--- src/rtl/response_checker_err_log.sv ---
// chk_err_log: small show-ahead FIFO holding the sample indices of mismatches.
// Synchronous clear empties it; push while full is accepted only if a pop frees a slot.
module chk_err_log #(
    parameter int unsigned DATA_W = 16,
    parameter int unsigned DEPTH  = 4
) (
    input  logic              clk,
    input  logic              r_n,
    input  logic              i_clr,
    input  logic              i_push,
    input  logic [DATA_W-1:0] i_data,
    input  logic              i_pop,
    output logic              o_vld,
    output logic [DATA_W-1:0] o_data,
    output logic              o_full
);

    localparam int unsigned AW = $clog2(DEPTH);

    logic [AW:0]       r_wr_ptr;
    logic [AW:0]       r_rd_ptr;
    logic [DATA_W-1:0] r_mem [DEPTH];

    logic w_empty;
    logic w_full;
    logic w_do_push;
    logic w_do_pop;

    assign w_empty   = (r_wr_ptr == r_rd_ptr);
    assign w_full    = (r_wr_ptr[AW] != r_rd_ptr[AW]) &&
                       (r_wr_ptr[AW-1:0] == r_rd_ptr[AW-1:0]);
    assign w_do_pop  = i_pop && !w_empty && !i_clr;
    // A simultaneous pop frees the slot the push is about to fill.
    assign w_do_push = i_push && (!w_full || i_pop) && !i_clr;

    always_ff @(posedge clk or negedge r_n) begin
        if (!r_n) begin
            r_wr_ptr <= '0;
            r_rd_ptr <= '0;
        end else if (i_clr) begin
            r_wr_ptr <= '0;
            r_rd_ptr <= '0;
        end else begin
            r_wr_ptr <= r_wr_ptr + (AW+1)'(w_do_push);
            r_rd_ptr <= r_rd_ptr + (AW+1)'(w_do_pop);
        end
    end

    always_ff @(posedge clk) begin
        if (w_do_push) begin
            r_mem[r_wr_ptr[AW-1:0]] <= i_data;
        end
    end

    // Storage is not reset, so the head is masked while the FIFO is empty.
    assign o_vld  = !w_empty;
    assign o_data = w_empty ? '0 : r_mem[r_rd_ptr[AW-1:0]];
    assign o_full = w_full;

endmodule

--- config.mk ---
export PLATFORM = sky130hd
export DESIGN_NAME = chk_err_log
export DESIGN_NICKNAME = d
export VERILOG_FILES = /design/src/rtl/response_checker_err_log.sv
export SDC_FILE = /design/constraint.sdc
export NUM_CORES = 1
export LEC_CHECK = 0
export BUFFER_PORTS_ARGS = -buffer_cell sky130_fd_sc_hd__buf_2
export CAP_MARGIN = 20
export CORE_ASPECT_RATIO = 0.6
export CORE_MARGIN = 3
export CORE_UTILIZATION = 42
export DETAILED_ROUTE_END_ITERATION = 8
export PLACE_DENSITY = 0.67
export SLEW_MARGIN = 20
export SYNTH_ARGS = -nofsm -noshare
export SYNTH_HDL_FRONTEND = slang
export SYNTH_SLANG_ARGS = --single-unit
--- constraint.sdc ---
create_clock -name clk -period 6 [get_ports clk]
set_input_delay 1.2 -clock clk [delete_from_list [all_inputs] [get_ports clk]]
set_output_delay 1.2 -clock clk [all_outputs]
set_load 0.02 [all_outputs]
; ---- Yosys cells after proc, flatten, opt, wreduce, memory -nomap -nowiden
; Memory sizes are Yosys's and may differ from the RTL's.
; Index checks and enable logic that the tools add are counted.
[op_classes]
n_mux = 5
eq_ne = 3
reduce_logical = 9
add_sub_neg = 2
[op_table]
columns = operator, count
row1 = 2-to-1 mux 16 bit, 1
row2 = adder 3 x 1 -> 3 bit, 2
row3 = 2-to-1 mux 3 bit, 2
row4 = logical AND 1 bit, 5
row5 = == test 3 bit, 1
row6 = logical NOT 1 bit, 3
row7 = == test 2 bit, 1
row8 = 2-to-1 mux 1 bit, 2
row9 = logical OR 1 bit, 1
row10 = != test 1 bit, 1
[totals]
word_cells = 22
out_inout_bits = 18
mem_count = 1
input_bits = 21
mem_bits_rw = 64
register_bits = 6
[memory_table]
columns = memory, words, word_bits, rd, rd_ports_with_merged_regs, wr, line
row1 = r_mem, 4, 16, 1, 0, 1, 22  ; logic [DATA_W-1:0] r_mem [DEPTH];

; ---- Depth between registers and ports, before layout
; Gate-level depths: netlist (run 1).
[logic_depth]
depth_word = 8
mapped_depth = 9
mapped_depth_nobuf = 7

; ---- Worst setup path before layout (run 1)
; OpenSTA, ideal clock, no wires.
[synth_path]
path_type = input -> register
startpoint = input i_push
endpoint = memory r_mem[2][0] (enable)
required_ps = 5587
setup_ps = 413
path_stages = 3
slack_ps = 2783
arrival_ps = 2804
n_path_buf = 0
cell_sequence = nor2b_1 -> o41ai_4 -> nor3b_1
[synth_via]
elab_chain_len = 4
[synth_rtl]
columns = element, line
row1 = "start, declared", 10  ; input logic i_push,
row2 = logical AND 1 bit (2 in a row), 34  ; assign w_do_push = i_push && (!w_full || i_pop) && !i_clr;
row3 = 2-to-1 mux 1 bit, 50  ; if (w_do_push) begin
row4 = 2-to-1 mux 1 bit (not written as such), 51  ; r_mem[r_wr_ptr[AW-1:0]] <= i_data;
row5 = "end, declared", 22
; Every way passes these cells.

; ---- Worst setup path after layout (run 1)
[layout_path]
startpoint = register r_rd_ptr[0]
endpoint = output o_data[2]
[layout_via]
elab_chain_len = 2
elab_cells_between_ends = 3
classes_between = 1 x eq/ne / 1 x mux / 1 x memory
[layout_rtl]
columns = element, line
row1 = "start, declared", 21  ; logic [AW:0] r_rd_ptr;
row2 = "start signal, assigned", 45  ; r_rd_ptr <= r_rd_ptr + (AW+1)'(w_do_pop);
row3 = memory (4 x 16 bit) / == test 3 bit (equally long branches), --
row4 = 2-to-1 mux 16 bit *, 57  ; assign o_data = w_empty ? '0 : r_mem[r_rd_ptr[AW-1:0]];
row5 = "end, declared", 14  ; output logic [DATA_W-1:0] o_data,
; Every way passes the cells marked *; elsewhere a longest branch is shown, timed or not.

==> flow_summary.json, run 1 <==
{
  "rrSetupSlack_ns": 3.17,
  "relSlewSlack_pct": 34.5,
  "row_count": 22,
  "clk_latency_ns": 0.33,
  "path_class": "reg2out",
  "synth_area_leader_cell": "edfxtp_1",
  "routabilityCongestion": 0.665,
  "end_kind": "primary output",
  "routed_wl_mm": 4.88,
  "grt_pass1_vias": 1461,
  "syn2layout_area_growth_pct": 20.6,
  "outcome": "completed",
  "antenna_found_initial": 0,
  "yosysWarnings": 0,
  "io_buffers": 38,
  "setup.worst_path.end": "o_data[2]",
  "finalCritPeriodShare_pct": 65.1,
  "dieWidth_um": 113,
  "drtIter0Drc": 62,
  "worst-slew-pin-transition_ns": 0.983,
  "startpoint": "r_rd_ptr[0]",
  "clock-root-buffer": "clkbuf_16",
  "grt_max_degree": 19,
  "setup_violations": 0,
  "power.internal_uw": 941,
  "leakage_nw": 1.27,
  "power_mw": 1.19,
  "drive_gt1_share_pct": 38.0,
  "synth_area_per_cell_um2": 21.5,
  "syn_nets": 159,
  "grt-ovfl-total": 0,
  "setup_tns_ns": 0,
  "crit_required_ns": 4.80,
  "comb_power_share_pct": 7.4,
  "vias": 1378,
  "chipHeight_um": 70.2,
  "cts_tree": "done",
  "netSwitchingFraction_pct": 20.8,
  "synth_cell_type_count": 20,
  "slew_violations": 0,
  "antennaDiodeCount": 0,
  "finClkSkew_ns": 0.00584,
  "core_area_um2": 6390,
  "nets": 207,
  "synth_area_um2": 2890,
  "cts_buffer_depth": 2,
  "htree_levels": 3,
  "track_usage_pct": 13.6,
  "wl_per_cell_um": 18.0,
  "hold_viol": 0,
  "clkPwrFrac_pct": 46.0,
  "pre_cts_ws_ns": 2.38,
  "vdd_drop_max_mv": 0.180,
  "setup_ws_ns": 2.09,
  "cts_hold_buffers": 0,
  "max_freq_mhz": 256,
  "worstSetupStartpointType": "flop",
  "yosys_register_bits": 70,
  "clock-sinks": 70,
  "postCtsSetupRepairBufs": 0,
  "cts_buffers": 9,
  "powerDensity_nw_per_um2": 341,
  "ant_nets": 0,
  "hp-class": "reg2reg",
  "layout_commonest_cell": "edfxtp_1",
  "synth_top_area_share_pct": 66.6,
  "drc_errors": 0,
  "final_cell_mix": "edfxtp_1, buf_2, nor2b_1",
  "path_clk_slew_ns": 0.05,
  "initial_core_util_pct": 45.2,
  "dp_hpwl_mm": 3.15,
  "cp_max_fo": 18,
  "design.die.area_um2": 7940,
  "min_period_ns": 3.91,
  "syn_inst": 134,
  "grt_setup_unrepaired": "false",
  "r2r-start": "r_rd_ptr[0]",
  "seq_area_frac_synth_pct": 71.8,
  "grt_pass1_wl_mm": 7.89,
  "cts_resized": 0,
  "io_pins": 39,
  "rr_worst_depth": 6,
  "pwr-share-seq_pct": 46.5,
  "ys_top_cells_by_area": "edfxtp_1, mux4_1, dfrtp_1",
  "routed_via_density": 5.08,
  "arrival_ns": 2.71,
  "p_sw_uw": 247,
  "drt-pass1-iter-count": 4,
  "r2r-end": "r_rd_ptr[1]",
  "drv_cap": 0
}
[state kept, by name, indices dropped and copies added, names as in the netlist]
register,count
r_rd_ptr,3
r_wr_ptr,3
r_mem,64
[power by group through the flow]
stage	combinational (mW)	clock [mW]	sequential, mW
after CTS	0.0901	0.557	0.553
after global placement	0.0874	0	0.562
final	0.0884	0.547	0.553
after floorplan	0.0635	0	0.557
after global routing	0.0970	0.586	0.554
after detailed placement	0.0900	0	0.563
[critical path, stage by stage (launching register included)]
cell,delay (ns)
dfrtp_1,0.99
xor2_2,0.27
nor3b_4,0.74
nor2b_1,0.17
buf_2,0.21
[layout make-up]
class	count	area [µm²]
clock buffer	9	225
clock inverter	7	88.8
fill	512	2900
inverter	2	7.51
multi-input combinational	57	763
sequential	70	2070
tap	84	105
timing repair buffer	42	220
[per-stage QoR]
step	hold WS, ns	instance area, µm²	instances	utilization (%)
floorplan	0.559	2890	134	-
global placement	0.583	3170	255	49.6
detailed placement	0.585	3170	255	49.6
CTS	0.602	3480	271	54.5
global route	0.639	3480	271	54.5
finish	0.596	3480	271	54.5
[metal layers]
layer | wire length, µm | GRT usage (%) | up-vias
met5 | 0 | 0 | -
met4 | 51 | 4.40 | 0
met3 | 261 | 6.06 | 7
met2 | 2270 | 20.3 | 30
met1 | 2300 | 17.9 | 707
li1 | - | - | 634
[cells by family after synthesis]
family	Yosys count	synth area share (%)
xor+xnor	5	2.30
flops	70	71.8
fa+ha+maj	4	1.73
compound gates	1	0.954
simple gates	31	7.02
mux	16	13.9
buf+inv	7	2.30
[worst min-delay path by stage]
stage / start / end / slack, ns / depth (start not counted)
after floorplan: r_wr_ptr[2] / r_wr_ptr[2] / 0.56 / 2
after global placement: r_wr_ptr[2] / r_wr_ptr[2] / 0.58 / 2
after detailed placement: r_wr_ptr[2] / r_wr_ptr[2] / 0.58 / 2
after CTS: r_wr_ptr[2] / r_wr_ptr[2] / 0.60 / 2
after global routing: r_wr_ptr[2] / r_wr_ptr[2] / 0.64 / 2
final: r_wr_ptr[2] / r_wr_ptr[2] / 0.60 / 2
[synth_stat cells]
library cell	count
mux4_1	11
buf_2	1
buf_12	1
nor3b_2	1
dfrtp_1	6
inv_1	2
o41ai_4	1
edfxtp_1	64
nand2_1	1
mux4_2	5
nor2b_1	21
xor2_2	2
ha_1	4
xnor2_2	1
xnor2_1	2
nor3_1	2
nor2_1	3
buf_6	3
nor3b_1	2
nor3b_4	1
Power figures use the tool's default switching activity.
==> run 2, diff against run 1 <==
PLACE_DENSITY = 0.7   (was 0.67)
clock period = 3.41 ns   (was 6 ns; I/O delays follow)
==> flow_summary.json, run 2 (synthesis results as in run 1) <==
{
  "cts_resized": 0,
  "startpoint": "r_rd_ptr[0]",
  "max_stage_delay_ns": 0.63,
  "worstSetupStartpointType": "flop",
  "leakage_nw": 1.26,
  "core_area_um2": 6390,
  "design.die.area_um2": 7940,
  "rrSetupSlack_ns": 1.03,
  "finish.instance_area_um2": 3450,
  "cts_hold_buffers": 0,
  "postCtsSetupRepairBufs": 0,
  "drtIter0Drc": 72,
  "clk_latency_ns": 0.32,
  "clock-root-buffer": "clkbuf_16",
  "instances_no_fill": 274,
  "worst-slew-pin-transition_ns": 0.771,
  "pwr-share-seq_pct": 50.8,
  "multi_input_area_um2": 763,
  "htree_levels": 3,
  "grt_pass1_wl_mm": 7.82,
  "comb_power_share_pct": 8.8,
  "r2r-end": "r_mem[1][3]",
  "drc_errors": 0,
  "syn2layout_area_growth_pct": 19.4,
  "io_buffers": 38,
  "final_cell_mix": "edfxtp_1, buf_2, nor2b_1",
  "routed_via_density": 5.06,
  "grt_setup_unrepaired": "false",
  "cp_max_fo": 11,
  "routed_wl_mm": 4.96,
  "power_mw": 1.91,
  "crit_required_ns": 2.73,
  "setup_violations": 0,
  "dieWidth_um": 113,
  "path_class": "reg2out",
  "grt-ovfl-total": 0,
  "slowest_stage": "dfrtp_1",
  "rr_worst_depth": 4,
  "row_count": 22,
  "fillers": 511,
  "min_period_ns": 2.87,
  "cp.depth": 4,
  "finClkSkew_ns": 0.00519,
  "drv_cap": 0,
  "cts_tree": "done",
  "routabilityCongestion": 0.750,
  "outcome": "completed",
  "grt_pass1_vias": 1468,
  "track_usage_pct": 13.7,
  "slew_violations": 0,
  "drive_gt1_share_pct": 36.8,
  "placedCellCount": 258,
  "place_area_um2": 3190,
  "nets": 210,
  "max_freq_mhz": 348,
  "drt-pass1-iter-count": 4,
  "vias": 1386,
  "path_cells": "buf_4 -> mux4_1 -> nor2b_1 -> buf_2",
  "powerDensity_nw_per_um2": 554,
  "io_pins": 39,
  "power.internal_mw": 1.50,
  "path_clk_slew_ns": 0.05,
  "largest_register_ffs": 64,
  "hp-class": "in2async",
  "initial_core_util_pct": 45.2,
  "clkPwrFrac_pct": 40.5,
  "antenna_found_initial": 0,
  "setup.worst_path.end": "o_data[0]",
  "hold_viol": 0,
  "regArea_um2": 2070,
  "layout_commonest_cell": "edfxtp_1",
  "relSlewSlack_pct": 48.4,
  "antennaDiodeCount": 0,
  "setup_tns_ns": 0,
  "end_kind": "primary output",
  "vdd_drop_max_mv": 0.316,
  "netSwitchingFraction_pct": 21.2,
  "finalCritPeriodShare_pct": 84.2,
  "cts_buffers": 9,
  "grt_max_degree": 18,
  "chipHeight_um": 70.2,
  "arrival_ns": 2.19,
  "cp_top_family": "flip-flops",
  "r2r-start": "r_rd_ptr[0]",
  "path_buf_inv": 2,
  "p_sw_uw": 405,
  "dp_hpwl_mm": 3.42,
  "clock-sinks": 70,
  "ant_nets": 0,
  "wl_per_cell_um": 18.1,
  "cts_buffer_depth": 2
}
run 2: cell types whose count changed in the layout (fill, tap and decap cells not counted), sizes merged:
cell / delta
buf: +3
clkinv: +3
bufinv: -2
clkinvlp: -1
run 2: how the worst min path moves through the flow:
stage                     from          end  slack (ns)  depth (start not counted)
after floorplan            r_n  r_rd_ptr[0]        0.39                          0
after global placement     r_n  r_wr_ptr[2]        0.51                          1
after detailed placement   r_n  r_wr_ptr[2]        0.51                          1
after CTS                  r_n  r_rd_ptr[1]        0.17                          1
after global routing       r_n  r_wr_ptr[2]        0.18                          1
final                      r_n  r_rd_ptr[1]        0.18                          1
run 2: area by class of cell:
type | instances | area share, %
Sequential cell | 70 | 60.1
Multi-Input combinational cell | 57 | 22.1
Timing Repair Buffer | 45 | 7.04
Clock buffer | 9 | 6.53
Tap cell | 84 | 3.05
Clock inverter | 7 | 0.907
Inverter | 2 | 0.218
run 2: power groups by stage:
| stage | clock, mW | sequential [mW] | combinational (mW) |
|---|---|---|---|
| after floorplan | 0 | 0.981 | 0.112 |
| after global placement | 0 | 0.984 | 0.164 |
| after CTS | 0.795 | 0.969 | 0.170 |
| after global routing | 0.832 | 0.970 | 0.180 |
| final | 0.772 | 0.969 | 0.167 |
| after detailed placement | 0 | 0.986 | 0.169 |
run 2: layer usage:
layer	track usage (%)	share of wire, %	vias up
met2	22.0	50	41
met1	16.3	41	696
met4	5.87	0.71	0
met3	5.80	7.5	4
met5	0	0	-
li1	-	-	645
run 2: metrics by stage:
stage                     util (%)  worst slack, ns  hold slack [ns]
final                         54.0            0.540            0.178
after global routing          54.0            0.406            0.176
after CTS                     54.0            0.492            0.169
after detailed placement      50.0            0.833            0.514
after global placement        50.0            0.901            0.510
after floorplan                  -            0.711            0.386
run 2: worst register-to-register path, stage by stage, from the launching register on:
cell and delay, ns:
dfrtp_1 0.63, xor2_2 0.33, o41ai_4 0.15, nor3b_2 0.65, buf_4 0.33
